===== src/rtl/cpu_pkg.sv =====
`default_nettype none
// ============================================================================
// Package : cpu_pkg
// Purpose : Shared CPU-core types and constants for the writeback path:
//           register-file geometry, the writeback request record and a
//           one-hot helper used for pending-register masks.
// Revision: 1.0  initial release
// ============================================================================
package cpu_pkg;

  localparam int XLEN      = 32;
  localparam int REG_IDX_W = 5;
  localparam int NUM_REGS  = 32;

  typedef struct packed {
    logic [REG_IDX_W-1:0] rd_idx;
    logic [XLEN-1:0]      rd_data;
  } wb_req_t;

  // One-hot register mask for a destination index.
  function automatic logic [NUM_REGS-1:0] rd_onehot(input logic [REG_IDX_W-1:0] idx);
    logic [NUM_REGS-1:0] m;
    m      = '0;
    m[idx] = 1'b1;
    return m;
  endfunction

endpackage
`default_nettype wire


===== src/rtl/wb_fifo.sv =====
`default_nettype none
// ============================================================================
// Module  : wb_fifo
// Purpose : Small FIFO of buffered LSU writeback requests. Pointers carry an
//           extra wrap bit so full and empty are distinguished without a
//           separate flag. Per-entry destination indices and valid bits are
//           exported so the stage can build its pending-register mask.
// Ports   : clk, rstn (async, active-low)
//           push/push_data  - enqueue one request
//           pop             - dequeue the head request
//           head            - current head request (valid when !empty)
//           empty/full      - occupancy flags, from registered pointers only
//           entry_valid     - per-slot occupancy
//           entry_rd_idx    - per-slot destination register
// Revision: 1.0  initial release
// ============================================================================
module wb_fifo
  import cpu_pkg::*;
#(
  parameter int DEPTH = 2
) (
  input  logic                               clk,
  input  logic                               rstn,
  input  logic                               push,
  input  wb_req_t                            push_data,
  input  logic                               pop,
  output wb_req_t                            head,
  output logic                               empty,
  output logic                               full,
  output logic [DEPTH-1:0]                   entry_valid,
  output logic [DEPTH-1:0][REG_IDX_W-1:0]    entry_rd_idx
);

  localparam int PW = $clog2(DEPTH);

  wb_req_t       mem [DEPTH];
  logic [PW:0]   wptr;
  logic [PW:0]   rptr;
  logic [PW:0]   count;

  assign count = wptr - rptr;
  assign empty = (count == '0);
  assign full  = (count == (PW+1)'(DEPTH));
  assign head  = mem[rptr[PW-1:0]];

  always_ff @(posedge clk or negedge rstn) begin
    if (!rstn) begin
      wptr <= '0;
      rptr <= '0;
    end else begin
      if (push) wptr <= wptr + (PW+1)'(1);
      if (pop)  rptr <= rptr + (PW+1)'(1);
    end
  end

  // Storage needs no reset: occupancy is defined purely by the pointers.
  always_ff @(posedge clk) begin
    if (push) mem[wptr[PW-1:0]] <= push_data;
  end

  // A slot is occupied when its distance from the read pointer (mod DEPTH)
  // is below the current count.
  for (genvar i = 0; i < DEPTH; i++) begin : g_entry
    logic [PW-1:0] off;
    assign off             = PW'(i) - rptr[PW-1:0];
    assign entry_valid[i]  = ({1'b0, off} < count);
    assign entry_rd_idx[i] = mem[i].rd_idx;
  end

endmodule
`default_nettype wire


===== src/rtl/wb_stage.sv =====
`default_nettype none
// ============================================================================
// Module  : wb_stage
// Purpose : Writeback stage driving the register file's single write port.
//           Execute results (no backpressure) always win the port; LSU
//           results are buffered in wb_fifo while execute holds it, and
//           bypass straight to the output registers when the FIFO is empty.
//           A pending mask flags registers with LSU writes still in flight.
// Ports   : clk, rstn (async, active-low)
//           ex_valid/ex_rd_en/ex_rd_idx/ex_rd_data   - execute result
//           lsu_valid/lsu_ready/lsu_rd_idx/lsu_rd_data - LSU result handshake
//           wb_rd_en/wb_rd_idx/wb_rd_data            - registered RF write
//           pending_mask                             - in-flight LSU rds
//           wb_count                                 - committed write count
// Revision: 1.0  initial release
// ============================================================================
module wb_stage
  import cpu_pkg::*;
#(
  parameter int XLEN     = 32,
  parameter int LQ_DEPTH = 2
) (
  input  logic                 clk,
  input  logic                 rstn,
  input  logic                 ex_valid,
  input  logic                 ex_rd_en,
  input  logic [4:0]           ex_rd_idx,
  input  logic [XLEN-1:0]      ex_rd_data,
  input  logic                 lsu_valid,
  output logic                 lsu_ready,
  input  logic [4:0]           lsu_rd_idx,
  input  logic [XLEN-1:0]      lsu_rd_data,
  output logic                 wb_rd_en,
  output logic [4:0]           wb_rd_idx,
  output logic [XLEN-1:0]      wb_rd_data,
  output logic [31:0]          pending_mask,
  output logic [31:0]          wb_count
);

  // The request record is fixed by the package; refuse mismatched builds.
  if (XLEN != cpu_pkg::XLEN) begin : g_xlen_check
    $error("wb_stage: XLEN must equal cpu_pkg::XLEN");
  end

  logic                                 fifo_empty;
  logic                                 fifo_full;
  wb_req_t                              fifo_head;
  logic [LQ_DEPTH-1:0]                  fifo_valid;
  logic [LQ_DEPTH-1:0][REG_IDX_W-1:0]   fifo_rd_idx;

  logic    ex_wr;
  logic    lsu_keep;
  logic    push;
  logic    pop;
  logic    sel;
  logic    sel_lsu;
  wb_req_t sel_req;
  wb_req_t lsu_req;
  logic    wb_from_lsu;

  // Ready depends only on registered FIFO state, so it never combinationally
  // follows lsu_valid or the execute inputs.
  assign lsu_ready = !fifo_full;

  assign ex_wr    = ex_valid & ex_rd_en & (ex_rd_idx != 5'd0);
  // x0 transfers complete the handshake but are dropped here.
  assign lsu_keep = lsu_valid & lsu_ready & (lsu_rd_idx != 5'd0);

  assign lsu_req.rd_idx  = lsu_rd_idx;
  assign lsu_req.rd_data = lsu_rd_data;

  always_comb begin
    sel             = 1'b0;
    sel_lsu         = 1'b0;
    push            = 1'b0;
    pop             = 1'b0;
    sel_req.rd_idx  = ex_rd_idx;
    sel_req.rd_data = ex_rd_data;
    if (ex_wr) begin
      sel  = 1'b1;
      push = lsu_keep;
    end else if (!fifo_empty) begin
      // Drain the oldest buffered entry first; a new transfer queues behind it.
      sel     = 1'b1;
      sel_lsu = 1'b1;
      pop     = 1'b1;
      push    = lsu_keep;
      sel_req = fifo_head;
    end else if (lsu_keep) begin
      sel     = 1'b1;
      sel_lsu = 1'b1;
      sel_req = lsu_req;
    end
  end

  wb_fifo #(
    .DEPTH (LQ_DEPTH)
  ) u_fifo (
    .clk          (clk),
    .rstn         (rstn),
    .push         (push),
    .push_data    (lsu_req),
    .pop          (pop),
    .head         (fifo_head),
    .empty        (fifo_empty),
    .full         (fifo_full),
    .entry_valid  (fifo_valid),
    .entry_rd_idx (fifo_rd_idx)
  );

  always_ff @(posedge clk or negedge rstn) begin
    if (!rstn) begin
      wb_rd_en    <= 1'b0;
      wb_rd_idx   <= '0;
      wb_rd_data  <= '0;
      wb_from_lsu <= 1'b0;
      wb_count    <= '0;
    end else begin
      wb_rd_en    <= sel;
      wb_from_lsu <= sel_lsu;
      if (sel) begin
        wb_rd_idx  <= sel_req.rd_idx;
        wb_rd_data <= sel_req.rd_data;
        wb_count   <= wb_count + 32'd1;
      end
    end
  end

  always_comb begin
    pending_mask = '0;
    for (int i = 0; i < LQ_DEPTH; i++) begin
      if (fifo_valid[i]) pending_mask = pending_mask | rd_onehot(fifo_rd_idx[i]);
    end
    if (wb_rd_en && wb_from_lsu) pending_mask = pending_mask | rd_onehot(wb_rd_idx);
    pending_mask[0] = 1'b0;
  end

`ifndef SYNTHESIS
  // Execute must not overtake an in-flight LSU write to the same register.
  always @(posedge clk) begin
    if (rstn && ex_wr) begin
      assert (!pending_mask[ex_rd_idx])
        else $error("wb_stage: execute write to pending rd x%0d", ex_rd_idx);
    end
  end
`endif

endmodule
`default_nettype wire


===== config.mk =====
export PLATFORM = sky130hd
export DESIGN_NAME = wb_stage
export DESIGN_NICKNAME = d
export VERILOG_FILES = /design/src/rtl/cpu_pkg.sv /design/src/rtl/wb_fifo.sv /design/src/rtl/wb_stage.sv
export SDC_FILE = /design/constraint.sdc
export NUM_CORES = 1
export LEC_CHECK = 0
export CAP_MARGIN = 20
export CORE_MARGIN = 2
export CORE_UTILIZATION = 35
export CTS_CLUSTER_DIAMETER = 60
export DETAILED_ROUTE_END_ITERATION = 16
export GPL_ROUTABILITY_DRIVEN = 0
export MAX_ROUTING_LAYER = met4
export PLACE_DENSITY = 0.66
export SYNTH_ARGS = -nofsm -noshare
export SYNTH_HDL_FRONTEND = slang
export SYNTH_SLANG_ARGS = --single-unit

===== constraint.sdc =====
create_clock -name clk -period 11.6 [get_ports clk]
set_input_delay 2.9 -clock clk [delete_from_list [all_inputs] [get_ports clk]]
set_output_delay 2.9 -clock clk [all_outputs]
set_load 0.02 [all_outputs]

==> run_results.csv <==
group,metric,value,unit
clocking,clkTransAtPathRegs,0.06,ns
floorplanning,rows,52,
clocking,cts-hold-fix-buffers,0,
finish,layout.cells.most_common,"sky130_fd_sc_hd__clkdlybuf4s50_1",
worst_setup_path,setup.worst_path.start_class,"flip-flop",
floorplanning,die-width,147,um
worst_setup_path,critical_path.max_fanout,40,
worst_setup_path,worstSetupPathType,"flip-flop to output pin",
drt,drtPass1Iterations,4,
synth,synth-async-reset-ratio,50.3,%
drt,detail_route.wl_per_cell,17.7,um
timing,fin_tns_setup,0,ns
clocking,clockBufferDepth,2,
finish,design_area,9770,um^2
placement,half_perimeter_wire_length_after_placement,13100,um
synth,synthesis.area_per_instance,11.2,um^2
grt,gr-usage-all-layers,18.8,%
synth,number_of_enable_flip_flop_cells_after_synthesis,74,
floorplanning,die_area,21600,um^2
power,ir_worst_vdd,0.202,mV
grt,grt_max_degree,76,
clocking,cts-root-buf,"sky130_fd_sc_hd__clkbuf_16",
timing,tightest_slew,1.06,ns
drt,routed.top_layer,"met4",
clocking,cts.sinks,149,
finish,mostFrequentLayoutCells,"sky130_fd_sc_hd__clkdlybuf4s50_1, sky130_fd_sc_hd__nor2_1, sky130_fd_sc_hd__edfxtp_1, sky130_fd_sc_hd__dfrtp_1, sky130_fd_sc_hd__nand2_1",
timing,report.final.setup_viol,0,
grt,grt_remaining_overflow,0,
worst_setup_path,cp_data_arrival_time,3.37,ns
clocking,cts_tree,"yes",
synth,yosys_register_bits,149,
drt,detail_route.iter0.violations,343,
clocking,h-tree-depth,4,
drt,via_count,5669,
clocking,num_cts_buffers,17,
timing,finalWorstPathRequiredPeriod,6.27,ns
synth,mappedNetlistArea,7150,um^2
finish,syn2layout_area_growth,36.5,%
timing,timing.clock.skew,0.00959,ns
timing,relSlewSlack,29.5,%
timing,rsz0062_at_grt,"no",
grt,number_of_global_route_vias_before_repair,5811,
drt,routed-wl-met3,1480,um
synth,synth_cells,640,
clocking,cts_resized,0,
grt,grt_antenna_before_repair,1,
finish,finish.utilization,48.4,%
timing,final-max-slew-violation-count,0,
synth,synth.distinct_cells,57,
grt,grt_pass1_wl,31100,um
timing,timing.fmax,0.159,GHz
floorplanning,die-height,147,um
synth,yosys_warnings,0,
finish,fin_nets,892,
timing,hold_violations,0,
job,drv_cap,0,
drt,remaining_drc_errors,0,
drt,totalWireLength,19300,um
min_path,hold_class,"flip-flop to flip-flop",
worst_setup_path,endpoint_kind,"output pin",
clocking,post-cts-setup-buffer-count,0,
placement,placedInstanceArea,9150,um^2
worst_setup_path,crit_required,8.70,ns
drt,routed_via_density,5.19,
timing,post-route-period-util,54.1,%
finish,layout_cell_share_with_drive_strength_beyond_1,6.20,%
outcome,outcome,"finished clean",
drt,antenna_left,0,
drt,wl_met1,8860,um
floorplanning,start_util,35.5,%
synth,seq_area_frac_synth,57.3,%
floorplanning,num_io_pins,182,
drt,met2_wirelength,8740,um
power,power.static_leakage,3.83,nW
synth,most_used_flip_flop_cell_after_synthesis,"sky130_fd_sc_hd__dfrtp_1",
placement,port-buffer-count,180,
clocking,insertion_delay,0.42,ns
floorplanning,core_footprint,20200,um^2
synth,postSynthNetCount,723,
power,p_per_area,287,nW/um^2
[through the flow]
stage	hold WS, ns	std cells	total power [W]	setup slack [ns]
detailed placement	0.459	1054	0.00229	5.41
global route	0.500	1093	0.00300	5.15
global placement	0.461	1054	0.00227	5.43
floorplan	0.462	640	0.00180	5.85
finish	0.467	1093	0.00280	5.33
CTS	0.470	1086	0.00280	5.33
[cells by family after synthesis]
group           after synthesis  share of synthesized area, %
flops                       149                          57.3
compound gates              130                          13.6
buf+inv                      52                          3.43
fa+ha+maj                     4                         0.700
xor+xnor                     36                          4.41
simple gates                232                          15.4
mux                          36                          5.05
other cells                   1                        0.0524
[sequential cells by signal, indices dropped and copies added (netlist names)]
name and flops:
wb_rd_data 32, u_fifo.wptr 2, wb_count 32, u_fifo.rptr 2, u_fifo.mem 74, wb_from_lsu 1, wb_rd_en 1, wb_rd_idx 5
[critical path: stages, from the launching register on]
cell and delay (ns):
sky130_fd_sc_hd__dfrtp_2 0.35, sky130_fd_sc_hd__buf_4 0.56, sky130_fd_sc_hd__inv_1 0.19, sky130_fd_sc_hd__ha_1 0.27
sky130_fd_sc_hd__o21ai_0 0.35, sky130_fd_sc_hd__nand2b_1 0.31, sky130_fd_sc_hd__nor4_1 0.09, sky130_fd_sc_hd__a221o_1 0.29
sky130_fd_sc_hd__clkdlybuf4s50_1 0.54
[synthesized netlist by cell type, drive strengths merged (4+ instances only)]
| library cell | count | area [um^2] |
|---|---|---|
| nand3 | 7 | 35.0 |
| a21oi | 31 | 166 |
| dfrtp | 75 | 1880 |
| and3b | 5 | 43.8 |
| xnor2 | 18 | 158 |
| a31oi | 5 | 31.3 |
| mux2i | 35 | 350 |
| nand2 | 56 | 210 |
| ha | 4 | 50.1 |
| and3 | 4 | 25.0 |
| o21ai | 15 | 78.8 |
| buf | 16 | 110 |
| nor2 | 83 | 319 |
| nand4 | 9 | 56.3 |
| edfxtp | 74 | 2220 |
| nor2b | 4 | 25.0 |
| xor2 | 18 | 158 |
| nor4 | 5 | 46.3 |
| a22oi | 19 | 143 |
| a221o | 19 | 190 |
| nor3b | 12 | 90.1 |
| a221oi | 22 | 193 |
| nor3 | 38 | 190 |
| inv | 13 | 48.8 |
| a21o | 4 | 30.0 |
| clkbuf | 23 | 86.3 |
[power breakdown]
part | switching, W | internal [W] | leakage, nW
combinational | 0.000838 | 0.000563 | 1.97
clock | 0.000199 | 0.000303 | 0.265
sequential | 0.000118 | 0.000780 | 1.59
[path summary, 6_finish.rpt]
check,start,end,slack (ns),cells past startpoint
setup reg to reg,u_fifo.rptr[0],u_fifo.mem[1][14],7.41,8
max in group asynchronous,rstn,wb_count[0],8.53,2
hold reg to reg,wb_count[31],wb_count[31],0.47,1
min in group asynchronous,rstn,wb_count[30],2.46,1
setup / recovery,u_fifo.rptr[0],pending_mask[1],5.33,8
hold / removal,wb_count[31],wb_count[31],0.47,1
[area by class of cell]
class | count | area, um^2
inverter | 13 | 48.8
antenna | 1 | 2.50
fill | 1856 | 10400
tap | 270 | 338
timing repair buffer | 189 | 1900
clock buffer | 29 | 522
clock inverter | 3 | 16.3
multi-input combinational | 439 | 2840
sequential | 149 | 4100
[metal layers]
| metal | global-route usage (%) | vias to the layer above |
|---|---|---|
| met5 | - | - |
| met4 | 4.66 | 0 |
| met3 | 6.34 | 20 |
| met2 | 28.1 | 218 |
| met1 | 24.7 | 2727 |
| li1 | - | 2704 |
Power figures use the tool's default switching activity.
